===== config.mk =====
export PLATFORM = sky130hd
export DESIGN_NAME = rstreq_ctrl
export DESIGN_NICKNAME = d
export VERILOG_FILES = /design/src/rtl/rstreq_ctrl_pkg.sv /design/src/rtl/rstreq_ctrl_debounce.sv /design/src/rtl/rstreq_ctrl.sv
export SDC_FILE = /design/constraint.sdc
export NUM_CORES = 1
export LEC_CHECK = 0
export CAP_MARGIN = 20
export CORE_ASPECT_RATIO = 0.75
export CORE_UTILIZATION = 40
export CTS_BUF_LIST = sky130_fd_sc_hd__clkbuf_8
export CTS_CLUSTER_SIZE = 14
export DETAILED_ROUTE_END_ITERATION = 10
export PLACE_DENSITY = 0.56
export REMOVE_ABC_BUFFERS = 1
export SLEW_MARGIN = 20
export SYNTH_ARGS = -nofsm -noshare
export SYNTH_HDL_FRONTEND = slang
export SYNTH_SLANG_ARGS = --single-unit

===== constraint.sdc =====
create_clock -name clk -period 2.9 [get_ports clk]
set_clock_uncertainty 0.2 [all_clocks]
set_input_delay 0.58 -clock clk [delete_from_list [all_inputs] [get_ports clk]]
set_output_delay 0.58 -clock clk [all_outputs]
set_load 0.01 [all_outputs]

===== src/rtl/rstreq_ctrl_pkg.sv =====
// Shared definitions for the reset-request controller: cause bit positions,
// FSM state encoding and a counter-width helper.
package rst_pkg;

    localparam int CAUSE_BTN = 0;
    localparam int CAUSE_SW  = 1;
    localparam int CAUSE_WDT = 2;

    typedef enum logic [1:0] {
        IDLE  = 2'd0,
        PULSE = 2'd1,
        HOLD  = 2'd2
    } state_t;

    // Width of a down-counter that must hold values 0..n-1 (at least 1 bit).
    function automatic int cnt_width(input int n);
        return (n > 1) ? $clog2(n) : 1;
    endfunction

endpackage


===== src/rtl/rstreq_ctrl_debounce.sv =====
// Button conditioner: 2-flop synchronizer followed by a debounce counter.
// A new level is accepted only after it has been stable for 2^DEBOUNCE_BITS
// clocks. 'fall' is a combinational strobe that is high in the cycle whose
// closing edge moves 'stable' from 1 to 0, so a consumer registering on it
// reacts on the same edge that updates 'stable'.
module debounce #(
    parameter int DEBOUNCE_BITS = 16
) (
    input  logic clk,
    input  logic reset,
    input  logic btn_n,
    output logic stable,
    output logic fall
);

    logic                     sync1;
    logic                     sync2;
    logic [DEBOUNCE_BITS-1:0] cnt;

    // Two-flop synchronizer; reset to the released (high) level.
    always_ff @(posedge clk or posedge reset) begin
        if (reset) begin
            sync1 <= 1'b1;
            sync2 <= 1'b1;
        end else begin
            sync1 <= btn_n;
            sync2 <= sync1;
        end
    end

    // Count while the synchronized level disagrees with the accepted one;
    // any agreement (bounce back) restarts the count from zero.
    always_ff @(posedge clk or posedge reset) begin
        if (reset) begin
            stable <= 1'b1;
            cnt    <= '0;
        end else if (sync2 != stable) begin
            if (&cnt) begin
                stable <= sync2;
                cnt    <= '0;
            end else begin
                cnt <= cnt + 1'b1;
            end
        end else begin
            cnt <= '0;
        end
    end

    assign fall = stable & ~sync2 & (&cnt);

endmodule


===== src/rtl/rstreq_ctrl.sv =====
// Reset-request controller: merges a debounced panel button, a software
// strobe and a watchdog timeout into one stretched, registered reset request,
// and keeps a sticky record of which sources fired. The 'reset' input comes
// from the power-on / clock-lock condition, never from the reset generator
// this block drives, so 'cause' survives a requested reset.
module rstreq_ctrl
    import rst_pkg::*;
#(
    parameter int DEBOUNCE_BITS = 16,
    parameter int WDT_BITS      = 24,
    parameter int PULSE_CYCLES  = 8
) (
    input  logic       clk,
    input  logic       reset,
    input  logic       resetbtn_n,
    input  logic       sw_rstreq,
    input  logic       wdt_enable,
    input  logic       wdt_kick,
    input  logic       cause_clr,
    output logic       rstreq,
    output logic [2:0] cause
);

    localparam int PCNT_W = cnt_width(PULSE_CYCLES);

    logic                btn_stable;
    logic                btn_fall;
    logic [WDT_BITS-1:0] wdt_cnt;
    logic                wdt_run;
    logic                wdt_trig;
    logic [2:0]          trig;
    logic [PCNT_W-1:0]   pulse_cnt;
    state_t              state;

    debounce #(
        .DEBOUNCE_BITS(DEBOUNCE_BITS)
    ) u_debounce (
        .clk   (clk),
        .reset (reset),
        .btn_n (resetbtn_n),
        .stable(btn_stable),
        .fall  (btn_fall)
    );

    // The watchdog only runs while enabled, unkicked and no request is active,
    // so it restarts cleanly after every pulse.
    assign wdt_run  = wdt_enable & ~wdt_kick & (state == IDLE);
    assign wdt_trig = wdt_run & (&wdt_cnt);

    assign trig[CAUSE_BTN] = btn_fall;
    assign trig[CAUSE_SW]  = sw_rstreq;
    assign trig[CAUSE_WDT] = wdt_trig;

    // Watchdog counter; wraps to zero on the timeout cycle.
    always_ff @(posedge clk or posedge reset) begin
        if (reset) begin
            wdt_cnt <= '0;
        end else if (wdt_run) begin
            wdt_cnt <= wdt_cnt + 1'b1;
        end else begin
            wdt_cnt <= '0;
        end
    end

    // Request FSM: a fixed minimum pulse, extended while the button is held.
    // Triggers arriving outside IDLE are only recorded in 'cause'.
    always_ff @(posedge clk or posedge reset) begin
        if (reset) begin
            state     <= IDLE;
            rstreq    <= 1'b0;
            pulse_cnt <= '0;
        end else begin
            case (state)
                IDLE: begin
                    if (|trig) begin
                        state     <= PULSE;
                        pulse_cnt <= PCNT_W'(PULSE_CYCLES - 1);
                        rstreq    <= 1'b1;
                    end
                end
                PULSE: begin
                    if (pulse_cnt == '0) begin
                        if (!btn_stable) begin
                            state <= HOLD;
                        end else begin
                            state  <= IDLE;
                            rstreq <= 1'b0;
                        end
                    end else begin
                        pulse_cnt <= pulse_cnt - 1'b1;
                    end
                end
                HOLD: begin
                    if (btn_stable) begin
                        state  <= IDLE;
                        rstreq <= 1'b0;
                    end
                end
                default: begin
                    state  <= IDLE;
                    rstreq <= 1'b0;
                end
            endcase
        end
    end

    // Sticky cause flags; a trigger in the clearing cycle keeps its bit set.
    always_ff @(posedge clk or posedge reset) begin
        if (reset) begin
            cause <= '0;
        end else begin
            cause <= (cause & {3{~cause_clr}}) | trig;
        end
    end

endmodule

==> summary.txt <==
Outcome
  • Status: completed

STA
  • Hold slack: 0.162 ns
  • Rel. slew slack: 58.0%
  • Final Cycle Share: 80.9%
  • Unrepaired setup endpoints after global routing: no
  • Crit path time final: 2.35 ns
  • Fin. Hold Viols: 0
  • Fin Setup TNS: 0 ns
  • Final setup fails: 0
  • Peak Freq: 426 MHz
  • Slew Viols, Final: 0
  • Worst Max-Slew Pin Slew: 0.626 ns

Global routing
  • Largest net degree at the start of global routing: 33
  • Vias in the first global route: 1783
  • Grt total ovfl: 0
  • Initial antenna violation count: 0
  • First-pass GRT wire length: 8580 um
  • Overall Global Routing Usage: 16.1%

Power
  • Fraction of power spent switching nets: 31.1%
  • P_leak: 1.28 nW
  • Pwr Density: 572 nW/um^2
  • Psw: 0.523 mW
  • Clk network pwr share: 26.3%
  • Max IR drop VDD: 0.226 mV
  • Int Pwr: 1.16 mW
  • Sequential Power Share: 48.2%
  • Logic gate share of total power: 25.5%

Die
  • Core area: 6320 um^2
  • Io pins: 11
  • Row count: 25
  • Die height: 72.2 um
  • Die W: 95.5 um
  • Die area: 6890 um^2
  • Starting Density: 41.5%

Route
  • DR DRC count: 0
  • Routed WL: 4710 um
  • Via-to-Cell Ratio: 5.06
  • DRT Pass-1 Iters: 4
  • WL/cell: 13.0 um
  • Routed via count: 1827
  • Remaining antenna violation count: 0
  • Initial drt markers: 68

Setup path
  • Worst r2r src: state[1]
  • Reg2reg setup slack: 0.55 ns
  • Reg2reg end: pulse_cnt[0]
  • Crit path capture type: flop
  • Crit path required time: 2.92 ns
  • Kind of critical path: reg -> reg
  • CP Launch Type: flop
  • FF-to-FF path depth: 7
  • Crit path arrival time: 2.37 ns
  • Max FO, Critical Path: 12

Hold path
  • WHS Path Cells: 0
  • Type of the worst min-delay path: reg -> reg
  • Hold endpoint: u_debounce.sync2
  • Hold_sp: u_debounce.sync1

Yosys
  • Post-synthesis average cell area: 9.94 um^2
  • EDFF count, synth: 0
  • Yosys warns: 0
  • Post-Syn Area: 2630 um^2
  • Asr flop ratio synth: 100%
  • Count of different cell masters after synthesis: 44
  • Synth Flop Type: dfrtp_1
  • Synth Register Bits: 52
  • Register area share after synthesis: 49.7%
  • Mapped Cells: 264

Final layout
  • Finished Layout Cells: 361
  • Layout Area Growth over Synthesis: 12.0%
  • # nets final: 294
  • # fillers: 629
  • Final instance area: 2940 um^2
  • Layout cells sized above 1: 8.93%
  • ANT cells: 0

Place
  • IO buf count: 10
  • Dpl cells: 353
  • GP Congestion: 0.738
  • Placed Area: 2840 um^2
  • HPWL Detailed: 3220 um

Clock tree
  • Clock Tree Buf Depth: 2
  • Num CTS Buffers: 5
  • CTS Sinks: 52
  • # hold bufs at CTS: 0
  • CTS tree: built
  • Setup repair bufs after CTS: 0
  • Root buf cell: clkbuf_8
  • CTS clk-pin slew, worst paths: 0.10 ns
  • CTS resizes: 0
  • Clk_lat worst skew: 0.31 ns
  • H-tree depth: 2

Flow run
  • Max Cap Viol: 0
==> worst max-delay path, cell delays in order (launching register included) <==
cell and delay (ns):
dfrtp_1 0.39, inv_1 0.11, ha_1 0.40, nand3b_1 0.17, nor3_1 0.30, a32oi_2 0.16, a32o_2 0.29, a221oi_2 0.25
==> layout by cell type (no fill, tap or decap), types with 2 or more instances in the layout <==
master           instances
a21o_1                   2
a21oi_1                  5
and3_1                   9
and4_1                   2
buf_4                    2
clkbuf_8                 6
clkdlybuf4s50_1         10
dfrtp_1                 49
dfstp_2                  3
ha_1                     8
inv_1                   13
nand2_1                 17
nand3_1                 12
nand3b_1                 3
nand4_1                 12
nor2_1                  48
nor2b_1                  2
nor3_1                   9
o21ai_0                  3
o22a_1                   2
xnor2_1                 14
xor2_1                  21
==> through the flow <==
| stage | util (%) | setup slack (ns) | total power, mW |
|---|---|---|---|
| 3_3_place_gp | 45.0 | 0.499 | 1.25 |
| 6_report | 46.5 | 0.553 | 1.68 |
| 4_1_cts | 46.5 | 0.559 | 1.70 |
| 5_1_grt | 46.5 | 0.347 | 1.79 |
| 3_5_place_dp | 45.0 | 0.473 | 1.25 |
| 2_1_floorplan | - | 0.192 | 1.14 |
==> cell families (layout without fill, tap and decap cells) <==
| logic type | after synthesis | count (layout) | share of synthesized area [%] |
|---|---|---|---|
| xor+xnor | 35 | 35 | 11.7 |
| compound gates | 25 | 25 | 7.48 |
| buf+inv | 20 | 36 | 2.86 |
| mux | 1 | 1 | 0.429 |
| flops | 52 | 52 | 49.7 |
| fa+ha+maj | 8 | 8 | 3.81 |
| simple gates | 123 | 123 | 24.0 |
==> layer usage <==
metal	up-vias	routed length, um	track usage (%)
met5	-	0	0
met4	0	62	5.47
met2	15	1990	23.3
li1	927	-	-
met1	878	2540	23.7
met3	7	122	3.77
==> power groups by stage <==
stage / Sequential, mW / Combinational [mW] / Clock [mW]
global route: 0.818 / 0.487 / 0.487
detailed placement: 0.825 / 0.429 / 0
floorplan: 0.822 / 0.321 / 0
CTS: 0.811 / 0.433 / 0.460
global placement: 0.825 / 0.425 / 0
finish: 0.811 / 0.429 / 0.442
==> synthesized netlist by cell type, types with 2 or more instances <==
master	count	area share (%)
o22a_1	2	0.67
clkbuf_1	5	0.72
nand3b_1	3	0.86
nor2b_1	2	0.48
a21oi_1	5	0.95
nor3_1	9	1.7
and4_1	2	0.67
inv_1	14	2.0
nand2_1	17	2.4
nor2_1	48	6.9
xnor2_1	14	4.7
a21o_1	2	0.57
dfrtp_1	49	47
nand4_1	12	2.9
xor2_1	21	7.0
o21ai_0	3	0.57
nand3_1	12	2.3
ha_1	8	3.8
dfstp_2	3	3.0
and3_1	9	2.1
==> sequential cells by signal (all words and copies together) (netlist names) <==
signal / count
cause: 3
pulse_cnt: 3
rstreq: 1
state: 2
u_debounce.cnt: 16
u_debounce.stable: 1
u_debounce.sync1: 1
u_debounce.sync2: 1
wdt_cnt: 24
==> layout make-up <==
type | count | area [um^2] | area share, %
sequential | 52 | 1310 | 44.4
multi-input combinational | 192 | 1240 | 42.4
timing repair buffer | 13 | 135 | 4.60
tap | 81 | 101 | 3.45
clock buffer | 6 | 82.6 | 2.81
inverter | 15 | 56.3 | 1.92
clock inverter | 2 | 13.8 | 0.468
==> worst max-delay path by stage <==
stage / start / end / cells after the start
after detailed placement: wdt_kick / pulse_cnt[0] / 6
after floorplan: state[0] / pulse_cnt[0] / 7
after global routing: state[1] / pulse_cnt[0] / 7
after CTS: state[1] / pulse_cnt[0] / 7
final: state[1] / pulse_cnt[0] / 7
after global placement: wdt_kick / pulse_cnt[0] / 6
(Power assumes the default switching activity.)
